==> src/rtl/uart_rx_fsm_if.sv <==
// Serial-line and deserializer-control bundle for the UART receive controller.
interface uart_rx_fsm_if #(
   parameter int PRESCALE_W = 6
);
   logic                  rx_in;
   logic [PRESCALE_W-1:0] prescale;
   logic                  par_en;
   logic                  par_typ;
   logic                  sampled_bit;
   logic                  deser_en;
   logic                  data_valid;
   logic                  par_err;
   logic                  stp_err;
   logic                  busy;

   modport master (
      output rx_in, prescale, par_en, par_typ,
      input  sampled_bit, deser_en, data_valid, par_err, stp_err, busy
   );

   modport slave (
      input  rx_in, prescale, par_en, par_typ,
      output sampled_bit, deser_en, data_valid, par_err, stp_err, busy
   );
endinterface

==> src/rtl/uart_rx_fsm.sv <==
// UART receive controller: oversampled 3-point majority vote per bit, start-glitch/parity/stop checks.
// deser_en lands at edge P/2+2 of each data bit; data_valid follows the last stop edge by one cycle.
module uart_rx_fsm #(
   parameter int DATA_W     = 8,
   parameter int PRESCALE_W = 6
) (
   input logic          clk,
   input logic          rst,
   uart_rx_fsm_if.slave bus
);
   localparam int BW = (DATA_W > 1) ? $clog2(DATA_W) : 1;

   typedef enum logic [2:0] {IDLE, START, DATA, PARITY, STOP} state_t;

   state_t                state_q, state_d;
   logic [PRESCALE_W-1:0] p_q, p_dec, half;
   logic [PRESCALE_W-1:0] edge_q, edge_d;
   logic [BW-1:0]         bit_q;
   logic                  par_en_q, par_typ_q;
   logic                  s0_q, s1_q, sampled_q;
   logic                  par_acc_q, par_err_q, stp_err_q, data_valid_q;
   logic                  start_det, e_s0, e_s1, e_vote, e_mid, e_last, vote;

   // Anything other than 16 or 32 falls back to 8x oversampling.
   always_comb begin
      p_dec = PRESCALE_W'(8);
      if (bus.prescale == PRESCALE_W'(16))
         p_dec = PRESCALE_W'(16);
      else if (bus.prescale == PRESCALE_W'(32))
         p_dec = PRESCALE_W'(32);
   end

   assign half      = p_q >> 1;
   assign e_s0      = (edge_q == half - PRESCALE_W'(1));
   assign e_s1      = (edge_q == half);
   assign e_vote    = (edge_q == half + PRESCALE_W'(1));
   assign e_mid     = (edge_q == half + PRESCALE_W'(2));
   assign e_last    = (edge_q == p_q - PRESCALE_W'(1));
   assign start_det = (state_q == IDLE) && !bus.rx_in;
   assign vote      = (s0_q & s1_q) | (s0_q & bus.rx_in) | (s1_q & bus.rx_in);

   always_ff @(posedge clk) begin
      if (rst) state_q <= IDLE;
      else     state_q <= state_d;
   end

   always_comb begin
      state_d = state_q;
      case (state_q)
         IDLE:    if (!bus.rx_in) state_d = START;
         START:   if (e_mid && sampled_q) state_d = IDLE;
                  else if (e_last)        state_d = DATA;
         DATA:    if (e_last && bit_q == BW'(DATA_W - 1))
                     state_d = par_en_q ? PARITY : STOP;
         PARITY:  if (e_last) state_d = STOP;
         STOP:    if (e_last) state_d = IDLE;
         default: state_d = IDLE;
      endcase
   end

   // The detect cycle is edge 0 of the start bit, so the first START cycle is edge 1.
   always_comb begin
      edge_d = '0;
      if (state_q == IDLE)
         edge_d = start_det ? PRESCALE_W'(1) : '0;
      else if (state_d != IDLE && !e_last)
         edge_d = edge_q + PRESCALE_W'(1);
   end

   always_ff @(posedge clk) begin
      if (rst) begin
         p_q          <= PRESCALE_W'(8);
         edge_q       <= '0;
         bit_q        <= '0;
         par_en_q     <= 1'b0;
         par_typ_q    <= 1'b0;
         s0_q         <= 1'b0;
         s1_q         <= 1'b0;
         sampled_q    <= 1'b0;
         par_acc_q    <= 1'b0;
         par_err_q    <= 1'b0;
         stp_err_q    <= 1'b0;
         data_valid_q <= 1'b0;
      end else begin
         edge_q       <= edge_d;
         data_valid_q <= (state_q == STOP) && e_last && !par_err_q && !stp_err_q;
         if (start_det) begin
            p_q       <= p_dec;
            par_en_q  <= bus.par_en;
            par_typ_q <= bus.par_typ;
            par_err_q <= 1'b0;
            stp_err_q <= 1'b0;
            bit_q     <= '0;
            par_acc_q <= 1'b0;
         end
         if (state_q != IDLE) begin
            if (e_s0)   s0_q      <= bus.rx_in;
            if (e_s1)   s1_q      <= bus.rx_in;
            if (e_vote) sampled_q <= vote;
         end
         if (state_q == DATA && e_mid)  par_acc_q <= par_acc_q ^ sampled_q;
         if (state_q == DATA && e_last) bit_q     <= bit_q + BW'(1);
         if (state_q == PARITY && e_mid) par_err_q <= sampled_q != (par_acc_q ^ par_typ_q);
         if (state_q == STOP && e_mid)   stp_err_q <= !sampled_q;
      end
   end

   always_comb begin
      bus.sampled_bit = sampled_q;
      bus.deser_en    = (state_q == DATA) && e_mid;
      bus.data_valid  = data_valid_q;
      bus.par_err     = par_err_q;
      bus.stp_err     = stp_err_q;
      bus.busy        = (state_q != IDLE);
   end
endmodule

==> src/flat_wrapper.sv <==
// flat-port wrapper written by rule: the top's interface ports become plain ports
module uart_rx_fsm_flat 
#(
   parameter int DATA_W     = 8,
   parameter int PRESCALE_W = 6
)
  (clk, rst, bus_rx_in, bus_prescale, bus_par_en, bus_par_typ, bus_sampled_bit, bus_deser_en, bus_data_valid, bus_par_err, bus_stp_err, bus_busy);
  uart_rx_fsm_if #(.PRESCALE_W(PRESCALE_W)) bus_i ();
  input logic clk;
  input logic rst;
  input wire logic [$bits(bus_i.rx_in)-1:0] bus_rx_in;
  input wire logic [$bits(bus_i.prescale)-1:0] bus_prescale;
  input wire logic [$bits(bus_i.par_en)-1:0] bus_par_en;
  input wire logic [$bits(bus_i.par_typ)-1:0] bus_par_typ;
  output wire logic [$bits(bus_i.sampled_bit)-1:0] bus_sampled_bit;
  output wire logic [$bits(bus_i.deser_en)-1:0] bus_deser_en;
  output wire logic [$bits(bus_i.data_valid)-1:0] bus_data_valid;
  output wire logic [$bits(bus_i.par_err)-1:0] bus_par_err;
  output wire logic [$bits(bus_i.stp_err)-1:0] bus_stp_err;
  output wire logic [$bits(bus_i.busy)-1:0] bus_busy;
  assign bus_i.rx_in = bus_rx_in;
  assign bus_i.prescale = bus_prescale;
  assign bus_i.par_en = bus_par_en;
  assign bus_i.par_typ = bus_par_typ;
  assign bus_sampled_bit = bus_i.sampled_bit;
  assign bus_deser_en = bus_i.deser_en;
  assign bus_data_valid = bus_i.data_valid;
  assign bus_par_err = bus_i.par_err;
  assign bus_stp_err = bus_i.stp_err;
  assign bus_busy = bus_i.busy;
  uart_rx_fsm #(.DATA_W(DATA_W), .PRESCALE_W(PRESCALE_W)) u_core (.clk(clk), .rst(rst), .bus(bus_i));
endmodule
==> config.mk <==
export PLATFORM = sky130hd
export DESIGN_NAME = uart_rx_fsm_flat
export DESIGN_NICKNAME = d
export VERILOG_FILES = /design/src/rtl/uart_rx_fsm_if.sv /design/src/rtl/uart_rx_fsm.sv /design/src/flat_wrapper.sv
export SDC_FILE = /design/constraint.sdc
export NUM_CORES = 1
export LEC_CHECK = 0
export CAP_MARGIN = 15
export CORE_MARGIN = 4
export CORE_UTILIZATION = 54
export CTS_CLUSTER_SIZE = 8
export DETAILED_ROUTE_END_ITERATION = 12
export PLACE_DENSITY_LB_ADDON = 0.15
export SYNTH_ARGS = -nofsm -noshare
export SYNTH_HDL_FRONTEND = slang
export SYNTH_SLANG_ARGS = --single-unit
==> constraint.sdc <==
create_clock -name clk -period 2.1 [get_ports clk]
set_input_delay 0.42 -clock clk [delete_from_list [all_inputs] [get_ports clk]]
set_output_delay 0.42 -clock clk [all_outputs]
set_load 0.02 [all_outputs]
=== Word level (Yosys, flattened, before mapping) ===
Cells that the tools add are included.

* Flip-flop bits (word level): 27
* Bits in latches: 0
* RAM bits: 0
* ROM bits: 0
* Bits of input ports: 11
* Output and inout bits: 6
* Word-level logic and storage cells: 84
* Memories kept: 0

* $add $sub $neg: 6
* Multiply operators: 0
* Divide/modulo/power cells: 0
* $lt $le $gt $ge: 0
* Equality and inequality tests: 13
* Shift operators: 0
* Mux-type cells: 19
* Bitwise operators: 7
* Reduce and logical (&&, ||, !) cells: 26

{| class="wikitable"
|+ Operator list
! cell !! number
|-
| 2-to-1 mux 3 bit || 9
|-
| equality test 6 bit || 4
|-
| 2-to-1 mux 6 bit || 4
|-
| one-hot mux 3 bit (5 select lines) || 1
|-
| logical AND 1 bit || 11
|-
| nonzero test 2 bit || 4
|-
| adder 5 x 1 -> 6 bit (second input constant) || 1
|-
| adder 5 x 2 -> 6 bit (second input constant) || 1
|-
| adder 6 x 1 -> 6 bit (second input constant) || 1
|-
| equality test 3 x 2 -> 1 bit (second input constant) || 2
|-
| equality test 3 bit (second input constant) || 2
|-
| equality test 6 x 5 -> 1 bit || 1
|-
| equality test 6 x 5 -> 1 bit (second input constant) || 1
|-
| equality test 6 bit (second input constant) || 1
|-
| AND reduction 2 bit || 3
|-
| nonzero test 3 bit || 2
|-
| subtractor 5 x 1 -> 6 bit (second input constant) || 1
|-
| subtractor 6 x 1 -> 6 bit (second input constant) || 1
|-
| zero test 1 bit || 5
|-
| 2-to-1 mux 1 bit || 5
|-
| adder 3 x 1 -> 3 bit (second input constant) || 1
|-
| bitwise AND 1 bit || 3
|-
| equality test 3 x 1 -> 1 bit (second input constant) || 1
|-
| zero test 3 bit || 1
|-
| other kinds (3) || 5
|}

=== Depth between registers and ports, before layout ===
* Depth after elaboration: 9
* Depth in mapped cells: 7
* Depth with buffers taken out: 6

=== Least setup slack after synthesis ===
OpenSTA, ideal clock, no wires.

* Kind: register to register
* From: register u_core.p_q[3]
* To: register u_core.state_q[2]
* Library setup time: 0.063 ns
* Arrival: 1.691 ns
* Required time: 2.037 ns
* Setup slack: 0.346 ns
* Stages on the path, launching flop included: 8
* Buffers on the path: 1
* Period minus slack after synthesis: 1.754 ns
* Cell sequence: dfxtp_1 inv_1 ha_1 xnor3_1 and4_1 buf_6 mux2_4 nor2_2

* Word-level cells in the longest chain between the ends: 5

{| class="wikitable"
|+ RTL lines
! element !! line !! text
|-
| from (decl) || uart_rx_fsm.sv:16 || <nowiki>logic [PRESCALE_W-1:0] p_q, p_dec, half;</nowiki>
|-
| from (signal assigned) || uart_rx_fsm.sv:88 || <nowiki>p_q <= p_dec;</nowiki>
|-
| subtractor 6 x 1 -> 6 bit or adder 5 x 2 -> 6 bit (tied branches) || uart_rx_fsm.sv:38, uart_rx_fsm.sv:37 ||
|-
| equality test 6 bit, on equally long branches || uart_rx_fsm.sv:38, uart_rx_fsm.sv:37 ||
|-
| 2-to-1 mux 3 bit (tied with other cells) || uart_rx_fsm.sv:52 || <nowiki>else if (e_last) state_d = DATA;</nowiki>
|-
| 2-to-1 mux 3 bit, on equally long branches || uart_rx_fsm.sv:51, uart_rx_fsm.sv:53 ||
|-
| one-hot mux 3 bit (5 select lines) (*) || uart_rx_fsm.sv:49 || <nowiki>case (state_q)</nowiki>
|-
| to (signal assigned) || uart_rx_fsm.sv:44 || <nowiki>else state_q <= state_d;</nowiki>
|-
| to (decl) || uart_rx_fsm.sv:15 || <nowiki>state_t state_q, state_d;</nowiki>
|}

Mark *: on every way between the ends. The rest lies on a longest branch, timed or not.
A chain may end at the register's enable or synchronous reset.

=== Final worst setup path ===
Same ends and word-level chain as after synthesis.

==> metrics <==
Syn Inst Count=159; Antenna Nets Post-Route=0; worst min path class=reg -> reg; total clock buffers created by CTS=3; detailed placement HPWL=2440 um; first-pass GRT wire length=5120 um; die width=59.0 um; Post-Layout Inst Area=1740 um^2; vias in the first global route=1217; Longest Clk Path Bufs=2; PD cells=495 nW/um^2; syn avg cell area=8.82 um^2; final period utilization=96.6%; grt ovf=0; max capacitance violation total=0; Async SR Flop Fraction=0%; Req. time, crit path=2.37 ns; clock sink total=24; CTS tree=done; Setup Fix Bufs, Post-CTS=0; Net Count, Synth=177; Worst EP arrival=2.30 ns; Least-Margin Pin Slew=0.483 ns; Fin Setup TNS=0 ns; FMAX=493 MHz; initial antenna violation count=0; Final Hold Viols=0; Starting Density=56.6%; Final Max Slew Viols=0; drt first pass iters=4; max_slew headroom=67.5%; outcome=finished clean; ANT cells=0; Crit. End Element=register; IO Port Bufs=16; most frequent cells in the layout=dfxtp_1 (22), buf_4 (18), clkdlybuf4s50_1 (14), nor2_1 (11); First DRT Iteration DRCs=27; total wire length=3160 um; drt wl/cell=14.4 um; top-level port count=17; via count=1224; Max FO, Critical Path=6; Total GRT Usage=19.3%; Seq cells post-synth=24; Die Area=3480 um^2; CORE AREA=2480 um^2; maximum vdd drop=0.000340 V; FP Rows=18; placed instance area=1700 um^2; synth unique cells=41; nets=208; DRC=0; die height=59.0 um; Vias per Instance=5.59; Main synth FF type=dfxtp_1; largest net degree at the start of global routing=14; Fill cells=226; CP Class=reg -> reg; Clk Latency, worst-skew pair=0.32 ns; commonest non-fill, non-tap cell in the layout=dfxtp_1; GP Congestion=0.855; Fin Clk Skew=0.00251 ns; clock root cell=clkbuf_4; Tmin final=2.03 ns; area delta synth->final=23.9%; CTS H-tree depth=1; Worst setup SP type=register; Reg clk slew, reported paths=0.13 ns; layout cells sized above 1=18.0%; sequential share of the synthesized area=34.3%; leakage=0.702 nW; Synthesis Warnings=0; final-report setup violation count=0; mapped cell area=1400 um^2; number of synthesized flops with an enable pin=0; R2R setup slack=0.07 ns
-- worst max-delay path, stage by stage (launching register included) --
cell,delay (ns)
dfxtp_1,0.40
buf_4,0.16
inv_1,0.04
ha_1,0.23
xnor3_1,0.31
and4_1,0.43
mux2_4,0.34
nor2_2,0.07
-- routing by layer --
metal	GRT usage, %	vias to the layer above	part of all wire [%]
li1	-	619	-
met2	34.4	14	51
met5	0	-	0
met3	2.85	9	2.3
met1	22.7	582	44
met4	8.09	0	2.1
-- final timing paths --
| path | startpoint | endpoint | cells past startpoint |
|---|---|---|---|
| setup reg to reg | u_core.p_q[3] | u_core.state_q[2] | 7 |
| hold / removal | u_core.par_typ_q | u_core.par_typ_q | 2 |
| hold reg to reg | u_core.par_typ_q | u_core.par_typ_q | 2 |
| setup / recovery | u_core.p_q[3] | u_core.state_q[2] | 7 |
-- metrics by stage --
stage	hold WS, ns	total power [mW]	setup WS [ns]	cells	utilization [%]
6_report	0.484	0.860	0.0709	219	70.2
5_1_grt	0.519	0.908	-0.000602	219	70.2
4_1_cts	0.480	0.868	0.00817	219	69.9
3_5_place_dp	0.460	0.619	0.111	215	68.5
3_3_place_gp	0.456	0.615	0.135	215	68.5
2_1_floorplan	0.445	0.557	0.346	159	-
-- what timing repair did --
action | CTS | global route
endpoints found under the hold margin | 0 | 0
setup endpoints to repair | 2 | 1
pin swaps | 0 | 0
resized for setup | 2 | 5
hold buffers | 0 | 0
-- cell type report --
class,count,area [um^2],area share (%)
inverters,7,26.3,1.51
repair buffers,34,289,16.6
flip-flops and latches,24,483,27.8
multi-input cells,120,866,49.8
clock buffers,4,36.3,2.09
well taps,30,37.5,2.16
-- where the power goes --
part,switching (mW),internal [mW]
clock network,0.144,0.106
logic,0.0660,0.0709
registers,0.00956,0.464
-- kinds of logic after synthesis --
group	Yosys count	share of synthesized area, %
compound gates	24	11.9
xor+xnor	16	11.0
flops	24	34.3
buf+inv	15	4.55
fa+ha+maj	7	6.24
mux	6	4.82
simple gates	67	27.3
-- state kept, by name (all words and copies together), names as in the netlist --
name and count:
u_core.edge_q 6, u_core.state_q 3, u_core.bus.par_err 1, u_core.s0_q 1, u_core.bit_q 3, u_core.p_q 3, u_core.bus.sampled_bit 1, u_core.par_en_q 1
u_core.par_acc_q 1, u_core.bus.data_valid 1, u_core.par_typ_q 1, u_core.s1_q 1, u_core.bus.stp_err 1
-- cell usage after synthesis (2+ instances only) --
library cell	instances	area share, %
nand4_1	6	2.7
a21oi_1	10	3.6
and2_1	2	0.89
and3_1	2	0.89
clkbuf_1	7	1.9
nor2b_1	2	0.89
xnor2_1	8	5.0
nand4b_1	2	1.2
ha_1	7	6.2
dfxtp_1	24	34
nor3_1	4	1.4
nor3b_1	4	2.1
nand3_1	6	2.1
nor2_1	11	2.9
o211ai_1	2	1.1
nand2b_1	7	3.1
mux2_2	2	1.6
nand2_1	10	2.7
o2111ai_1	2	1.2
mux2i_1	3	2.1
o21ai_0	4	1.4
inv_1	7	1.9
xor2_1	7	4.4
or3_1	3	1.3
No activity file was read; power rests on OpenSTA's default activity.
